### src/rtl/lsu_pkg.sv
// lsu_pkg: shared types and constants for the Benzaiten load/store unit.
package lsu_pkg;
   typedef enum logic [1:0] {IDLE, ACCESS, RESP} lsu_state_t;
   typedef enum logic [1:0] {MEM_B = 2'b00, MEM_H = 2'b01, MEM_W = 2'b10} memsize_t;
   typedef enum logic [1:0] {FAULT_NONE = 2'b00, FAULT_MISALIGN = 2'b01, FAULT_ILLEGAL = 2'b10} lsu_fault_t;
   localparam logic [6:0] OP_LOAD  = 7'b0000011;
   localparam logic [6:0] OP_STORE = 7'b0100011;
   function automatic memsize_t f3_size(input logic [2:0] f3);
      return memsize_t'(f3[1:0]);
   endfunction
endpackage

### src/rtl/lsu_lane.sv
// lsu_lane: byte-lane strobes, store data shifting and load extraction/extension.
module lsu_lane
   import lsu_pkg::*;
(
   input  logic [2:0]  funct3,
   input  logic [1:0]  off,
   input  logic [31:0] wdata,
   input  logic [31:0] rdata,
   output logic [3:0]  wstrb,
   output logic [31:0] sdata,
   output logic [31:0] ldata
);
   memsize_t    sz;
   logic [31:0] r;
   always_comb begin
      sz    = f3_size(funct3);
      r     = rdata >> {off, 3'b000};
      wstrb = sz == MEM_W ? 4'b1111 : (sz == MEM_H ? 4'b0011 : 4'b0001) << off;
      sdata = wdata << {off, 3'b000};
      // funct3[2] selects the unsigned (LBU/LHU) variants
      ldata = sz == MEM_W ? r :
              sz == MEM_H ? {{16{r[15] & ~funct3[2]}}, r[15:0]} :
                            {{24{r[7] & ~funct3[2]}}, r[7:0]};
   end
endmodule

### src/rtl/lsu.sv
// lsu: single-outstanding load/store unit with alignment, masking and fault detection.
module lsu
   import lsu_pkg::*;
#(
   parameter int ADDR_W = 32
) (
   input  logic              clk,
   input  logic              rst,
   input  logic              req_valid,
   output logic              req_ready,
   input  logic              is_store,
   input  logic [2:0]        funct3,
   input  logic [ADDR_W-1:0] addr,
   input  logic [31:0]       wdata,
   input  logic [4:0]        rd,
   output logic              mem_req,
   output logic              mem_we,
   output logic [ADDR_W-1:0] mem_addr,
   output logic [3:0]        mem_wstrb,
   output logic [31:0]       mem_wdata,
   input  logic              mem_ack,
   input  logic [31:0]       mem_rdata,
   output logic              done,
   output logic              wb_we,
   output logic [4:0]        wb_rd,
   output logic [31:0]       wb_data,
   output logic              fault,
   output logic [1:0]        fault_cause
);
   lsu_state_t  state;
   logic [2:0]  f3;
   logic [1:0]  off;
   logic        idle, illegal, misal;
   logic [3:0]  strb;
   logic [31:0] sdata, ldata;
   assign idle      = state == IDLE;
   assign req_ready = idle;
   assign illegal   = is_store ? funct3[2] | (&funct3[1:0]) : (&funct3[1:0]) | (funct3 == 3'b110);
   assign misal     = (f3_size(funct3) == MEM_H & addr[0]) | (f3_size(funct3) == MEM_W & |addr[1:0]);
   // in IDLE the lane sees the incoming request; afterwards the latched one
   lsu_lane u_lane (
      .funct3(idle ? funct3 : f3),
      .off   (idle ? addr[1:0] : off),
      .wdata (wdata),
      .rdata (mem_rdata),
      .wstrb (strb),
      .sdata (sdata),
      .ldata (ldata)
   );
   always_ff @(posedge clk) begin
      if (rst) begin
         state       <= IDLE;
         f3          <= '0;
         off         <= '0;
         mem_req     <= 1'b0;
         mem_we      <= 1'b0;
         mem_addr    <= '0;
         mem_wstrb   <= '0;
         mem_wdata   <= '0;
         done        <= 1'b0;
         wb_we       <= 1'b0;
         wb_rd       <= '0;
         wb_data     <= '0;
         fault       <= 1'b0;
         fault_cause <= FAULT_NONE;
      end else begin
         case (state)
            IDLE: if (req_valid) begin
               f3        <= funct3;
               off       <= addr[1:0];
               wb_rd     <= rd;
               mem_addr  <= {addr[ADDR_W-1:2], 2'b00};
               mem_we    <= is_store;
               mem_wstrb <= is_store ? strb : 4'b0000;
               mem_wdata <= sdata;
               if (illegal | misal) begin
                  state       <= RESP;
                  done        <= 1'b1;
                  fault       <= 1'b1;
                  fault_cause <= illegal ? FAULT_ILLEGAL : FAULT_MISALIGN;
               end else begin
                  state   <= ACCESS;
                  mem_req <= 1'b1;
               end
            end
            ACCESS: if (mem_ack) begin
               state   <= RESP;
               mem_req <= 1'b0;
               done    <= 1'b1;
               wb_we   <= ~mem_we & (wb_rd != 5'd0);
               if (!mem_we) wb_data <= ldata;
            end
            RESP: begin
               state       <= IDLE;
               done        <= 1'b0;
               wb_we       <= 1'b0;
               fault       <= 1'b0;
               fault_cause <= FAULT_NONE;
            end
            default: state <= IDLE;
         endcase
      end
   end
endmodule

### config.mk
export PLATFORM = sky130hd
export DESIGN_NAME = lsu
export DESIGN_NICKNAME = d
export VERILOG_FILES = /design/src/rtl/lsu_pkg.sv /design/src/rtl/lsu_lane.sv /design/src/rtl/lsu.sv
export SDC_FILE = /design/constraint.sdc
export NUM_CORES = 1
export LEC_CHECK = 0
export ABC_CLOCK_PERIOD_IN_PS = 2300
export CAP_MARGIN = 25
export CORE_MARGIN = 5
export CORE_UTILIZATION = 35
export DETAILED_ROUTE_END_ITERATION = 7
export GPL_ROUTABILITY_DRIVEN = 0
export PLACE_DENSITY_LB_ADDON = 0.1
export SLEW_MARGIN = 20
export SYNTH_ARGS = -nofsm -noshare
export SYNTH_HDL_FRONTEND = slang
export SYNTH_SLANG_ARGS = --single-unit
### constraint.sdc
create_clock -name clk -period 2.3 [get_ports clk]
set_input_delay 0.46 -clock clk [delete_from_list [all_inputs] [get_ports clk]]
set_output_delay 0.46 -clock clk [all_outputs]
set_load 0.1 [all_outputs]
* After elaboration in Yosys (flattened, before gate mapping)
Cells that the tools add are included.
** Cells by class
- Reductions and logical operators :: 15
- Bitwise operators :: 11
- Multiplexer cells :: 27
- Equal/unequal tests :: 11
- Shift operators :: 3
** Operators with widths (count)
- $mux W32 :: 2
- $shl A32 B5 Y32 :: 1
- $shr A32 B5 Y32 :: 1
- $mux W2 :: 8
- $mux W1 :: 8
- $mux W4 :: 2
- $pmux W2 S2 :: 2
- $reduce_and A2 Y1 :: 4
- $reduce_and A4 Y1 :: 2
- $eq A2 B1 Y1 const B :: 3
- $eq A2 B2 Y1 const B :: 3
- $ne A2 B2 Y1 const B :: 3
- $pmux W1 S2 :: 3
- $reduce_and A3 Y1 :: 2
- $reduce_bool A2 Y1 :: 3
- $and A1 B1 Y1 :: 5
- $reduce_bool A5 Y1 :: 1
- $or A1 B1 Y1 :: 4
- $shl A4 B2 Y4 :: 1
- $eq A3 B3 Y1 const B :: 1
- $mux W3 :: 1
- $pmux W1 S3 :: 1
- $reduce_bool A3 Y1 :: 1
- $logic_not A2 Y1 :: 1
- 3 further kinds :: 4
** Word-level totals
- Flip-flop bits (word level) :: 117
- Output and inout bits :: 113
- Bits of input ports :: 109

* Logic depth before layout (Yosys ltp)
- Depth after elaboration :: 7
- Mapped depth :: 9
- Mapped depth without buffers :: 6

* By module
Synthesis repeated with hierarchy kept, for this count alone.
** Unflattened totals
- Cells, all modules :: 740
- Area, all modules :: 5640.4 sq um
** Modules (own cells, without submodules)
- lsu :: area each 4259.1 sq um, cells each 532, instances 1, seq. area each 2342.2 sq um
- lsu_lane :: area each 1381.3 sq um, cells each 208, instances 1, seq. area each 0.0 sq um

* Worst setup path before layout
OpenSTA, ideal clock, no wires.
- Path type :: register to register
- Start :: reg state[0]
- End :: reg wb_data[28]
- Setup time :: 0.142 ns
- Stages on the path, launching flop included :: 9
- Slack :: 0.238 ns
- Arrival :: 1.921 ns
- Cell sequence :: dfxtp_1 -> buf_4 -> nor2_4 -> mux2i_4 -> mux2i_2 -> a22oi_4 -> a32oi_4 -> buf_6 -> a211oi_1
** Between the ends
- Cells in the longest elaborated chain, start to end :: 6
- Elaborated cells on any way between the ends :: 13
- Those cells by class :: eq/ne: 3; shift: 1; mux: 4; bitwise: 3; reduce/logical: 2
** RTL lines
- start: declaration :: RTL line lsu.sv:30 : lsu_state_t state;
- start signal: assignment :: RTL line lsu.sv:52 : state <= IDLE;
- start signal: assignment :: RTL line lsu.sv:77 : state <= RESP;
- start signal: assignment :: RTL line lsu.sv:82 : state <= ACCESS;
- $logic_not A2 Y1 :: RTL line lsu.sv:36 : assign idle = state == IDLE;
- $mux W2 / $mux W3 (equally long branches) :: RTL line lsu.sv:43, lsu.sv:42
- $shr A32 B5 Y32 / $not A1 Y1 (equally long branches) :: RTL line lsu_lane.sv:17, lsu_lane.sv:22, lsu_lane.sv:23
- $and A1 B1 Y1, on equally long branches :: RTL line lsu_lane.sv:23, lsu_lane.sv:22
- $mux W32 :: RTL line lsu_lane.sv:22 : sz == MEM_H ? {{16{r[15] & ~funct3[2]}}, r[15:0]} :
- $mux W32 :: RTL line lsu_lane.sv:21 : ldata = sz == MEM_W ? r :
- end signal: assignment :: RTL line lsu.sv:91 : if (!mem_we) wb_data <= ldata;
- end: declaration :: RTL line lsu.sv:26 : output logic [31:0] wb_data,
Parallel ways exist; a longest one is shown, timed or not.
A chain may end at the register's enable or synchronous reset.

* Worst setup path after layout
- Start :: reg state[1]
- End :: reg mem_wdata[7]
** Between the ends
- Cells in the longest elaborated chain, start to end :: 3
- Elaborated cells on any way between the ends :: 4
- Those cells by class :: shift: 1; mux: 1; reduce/logical: 2
** RTL lines
- $logic_not A2 Y1 * :: RTL line lsu.sv:36, lsu.sv:67
- $mux W2 :: RTL line lsu.sv:43 : .off (idle ? addr[1:0] : off),
- $shl A32 B5 Y32 :: RTL line lsu_lane.sv:19 : sdata = wdata << {off, 3'b000};
- end signal: assignment :: RTL line lsu.sv:75 : mem_wdata <= sdata;
- end: declaration :: RTL line lsu.sv:20 : output logic [31:0] mem_wdata,
Mark *: on every way between the ends. The rest lies on a longest branch, timed or not.

==> impl_metrics.json <==
{
  "status": "finished clean",
  "start_util_pct": 35.3,
  "crit_type": "reg -> reg",
  "htreeDepth": 4,
  "max_slew_margin_pct": 54.7,
  "synth.distinct_cells": 44,
  "die_h_um": 133,
  "powerDensity_mw_per_mm2": 844,
  "clock_path_buffers": 2,
  "cts_buffers": 17,
  "final_common_cell": "nand2_1",
  "antenna_found_initial": 1,
  "gr-usage-all-layers_pct": 20.2,
  "worstPathCellList": "nor2_4 -> mux2_2 -> buf_4 -> nor2_1 -> nand3_1 -> a21oi_1",
  "synth_area_mm2": 0.00530,
  "drive_above_1_share_pct": 22.7,
  "drt-initial-drc-count": 338,
  "cp-end-kind": "flip-flop",
  "crit_path_top_delay_cell": "nor2_1",
  "r2r_setup_slack_ns": 0.17,
  "vias": 5798,
  "register_area_mm2": 0.00234,
  "mostFrequentLayoutCells": "nand2_1 (217), buf_4 (152), dfxtp_1 (117)",
  "clkTransAtPathRegs_ns": 0.05,
  "die_w_um": 133,
  "fin_crit_ns": 2.13,
  "grt_pass1_wl_um": 28900,
  "cp_slowest_stage_delay_ns": 0.50,
  "worstMarginPinSlew_ns": 0.676,
  "syn_area_per_cell_um2": 7.51,
  "critPathMaxFanout": 11,
  "root_buffer": "clkbuf_16",
  "syn_to_final_growth_pct": 56.3,
  "peakVddDrop_v": 0.000535,
  "setup_tns_ns": 0,
  "netlist_instances": 706,
  "port_buffers": 219,
  "coreArea_mm2": 0.0150,
  "ant_nets": 0,
  "setup_viol": 0,
  "fill_cells": 1421,
  "hold_path.class": "reg -> reg",
  "cts_hold_buf": 0,
  "cts_tree": "yes",
  "clk_latency_ns": 0.41,
  "fin_nets": 1045,
  "worst_slack_ns": 0.169,
  "post-cts-setup-buffers": 0,
  "grt-ovfl-total": 0,
  "fp-row-count": 45,
  "ys_seq_elements": 117,
  "finalCritPeriodShare_pct": 92.7,
  "dr.pass1.iters": 5,
  "grt_max_degree": 43,
  "drv_slew": 0,
  "post_drt_wl_per_cell_um": 16.2,
  "power.leakage_nw": 3.48,
  "critPathBufInv": 1,
  "cts_num_sinks": 117,
  "hold_violations": 0,
  "required_ns": 2.64,
  "num_io_pins": 222,
  "dieArea_mm2": 0.0177,
  "viasPerCell": 5.09,
  "cts_resized": 0,
  "max_freq_mhz": 469,
  "crit_arrival_ns": 2.47,
  "synth_ff_type": "dfxtp_1",
  "path_delay_family": "simple AND/OR/NAND/NOR gates",
  "setup.worst_path.start_class": "flip-flop",
  "ys_async_sr_fraction_pct": 0,
  "synth-edff-count": 0,
  "dpl_worst_slack_ns": -0.167,
  "drv_cap": 0,
  "synth_warnings": 0,
  "rsz0062_at_grt": "false",
  "ys_seq_area_share_pct": 44.2,
  "clock_skew_ns": 0.00540,
  "hpwl_um": 13800,
  "wl_um": 18500,
  "grt_pass1_vias": 5641,
  "power_w": 0.00699,
  "drc": 0,
  "multi_input_comb_area_mm2": 0.00271
}
report_power, final:
group | leakage, nW | switching (W) | total, W | internal [W]
Sequential | 0.956 | 0.0000741 | 0.00222 | 0.00215
Combinational | 2.23 | 0.00145 | 0.00210 | 0.000651
Clock | 0.291 | 0.000917 | 0.00267 | 0.00175
Total | 3.48 | 0.00244 | 0.00699 | 0.00455
cells in the mapped netlist, types with 2 or more instances:
library cell	n	area, um2
a211oi_1	21	158
a211oi_2	9	113
a21o_1	2	15.0
a21oi_1	116	581
a22oi_1	11	82.6
a31oi_1	2	12.5
a32oi_1	2	17.5
buf_1	8	30.0
buf_2	6	30.0
buf_4	3	22.5
buf_6	2	22.5
clkbuf_1	38	143
dfxtp_1	117	2340
inv_1	7	26.3
mux2_2	3	33.8
mux2i_1	2	20.0
nand2_1	218	818
nand3_1	25	125
nand3b_1	8	60.1
nor2_1	48	180
nor3_1	5	25.0
o211ai_1	17	128
o21ai_0	5	25.0
o31ai_1	7	52.6
or2_2	4	25.0
or3_1	2	12.5
per-stage QoR:
stage	cells	utilization, %	instance area, um2	hold slack [ns]
2_1_floorplan	707	-	5300	0.446
3_3_place_gp	1105	51.1	7690	0.443
3_5_place_dp	1105	51.1	7690	0.450
4_1_cts	1137	55.1	8280	0.458
5_1_grt	1138	55.1	8280	0.470
6_report	1138	55.1	8280	0.456
final timing paths:
kind / endpoint / cells after the start / from
max: mem_wdata[7]$_SDFFE_PP0P_ / 6 / state[1]$_SDFFE_PP0P_
min: mem_wdata[4]$_SDFFE_PP0P_ / 2 / mem_wdata[4]$_SDFFE_PP0P_
max reg2reg: mem_wdata[7]$_SDFFE_PP0P_ / 6 / state[1]$_SDFFE_PP0P_
min reg2reg: mem_wdata[4]$_SDFFE_PP0P_ / 2 / mem_wdata[4]$_SDFFE_PP0P_
kinds of logic after synthesis:
kind of cell,share of synthesized area (%)
xor gates and xnor gates,0.331
muxes,1.70
AOI/OAI and AO/OA,24.1
buffers and inverters,5.17
and+or+nand+nor,24.4
DFF,44.2
other,0.0708
state kept, by name, summed over array words and instances (netlist names), 2 cells and up:
register     cells
f3               3
mem_addr        30
mem_wstrb        4
mem_wdata       32
wb_rd            5
fault_cause      2
wb_data         32
off              2
state            2
area by class of cell:
type / count / area share, %
antenna: 1 / 0.0302
clock buffer: 23 / 5.65
clock inverter: 9 / 1.53
inverter: 7 / 0.317
multi-input combinational: 526 / 32.7
sequential: 117 / 28.3
tap: 188 / 2.84
timing repair buffer: 267 / 28.6
worst min-delay path: stages (launching register included):
cell and delay (ns):
dfxtp_1 0.31, nand2_1 0.05, a21oi_1 0.05
per-layer routing:
metal  up-vias  global-route usage [%]  wire length [um]
met2       198                    33.0              8800
met3        26                    6.54              1360
met5         -                       0                 0
met1      2701                    24.8              7960
met4         0                    7.56               344
li1       2873                       -                 -
Note: power is estimated with default switching activity, not from simulation.
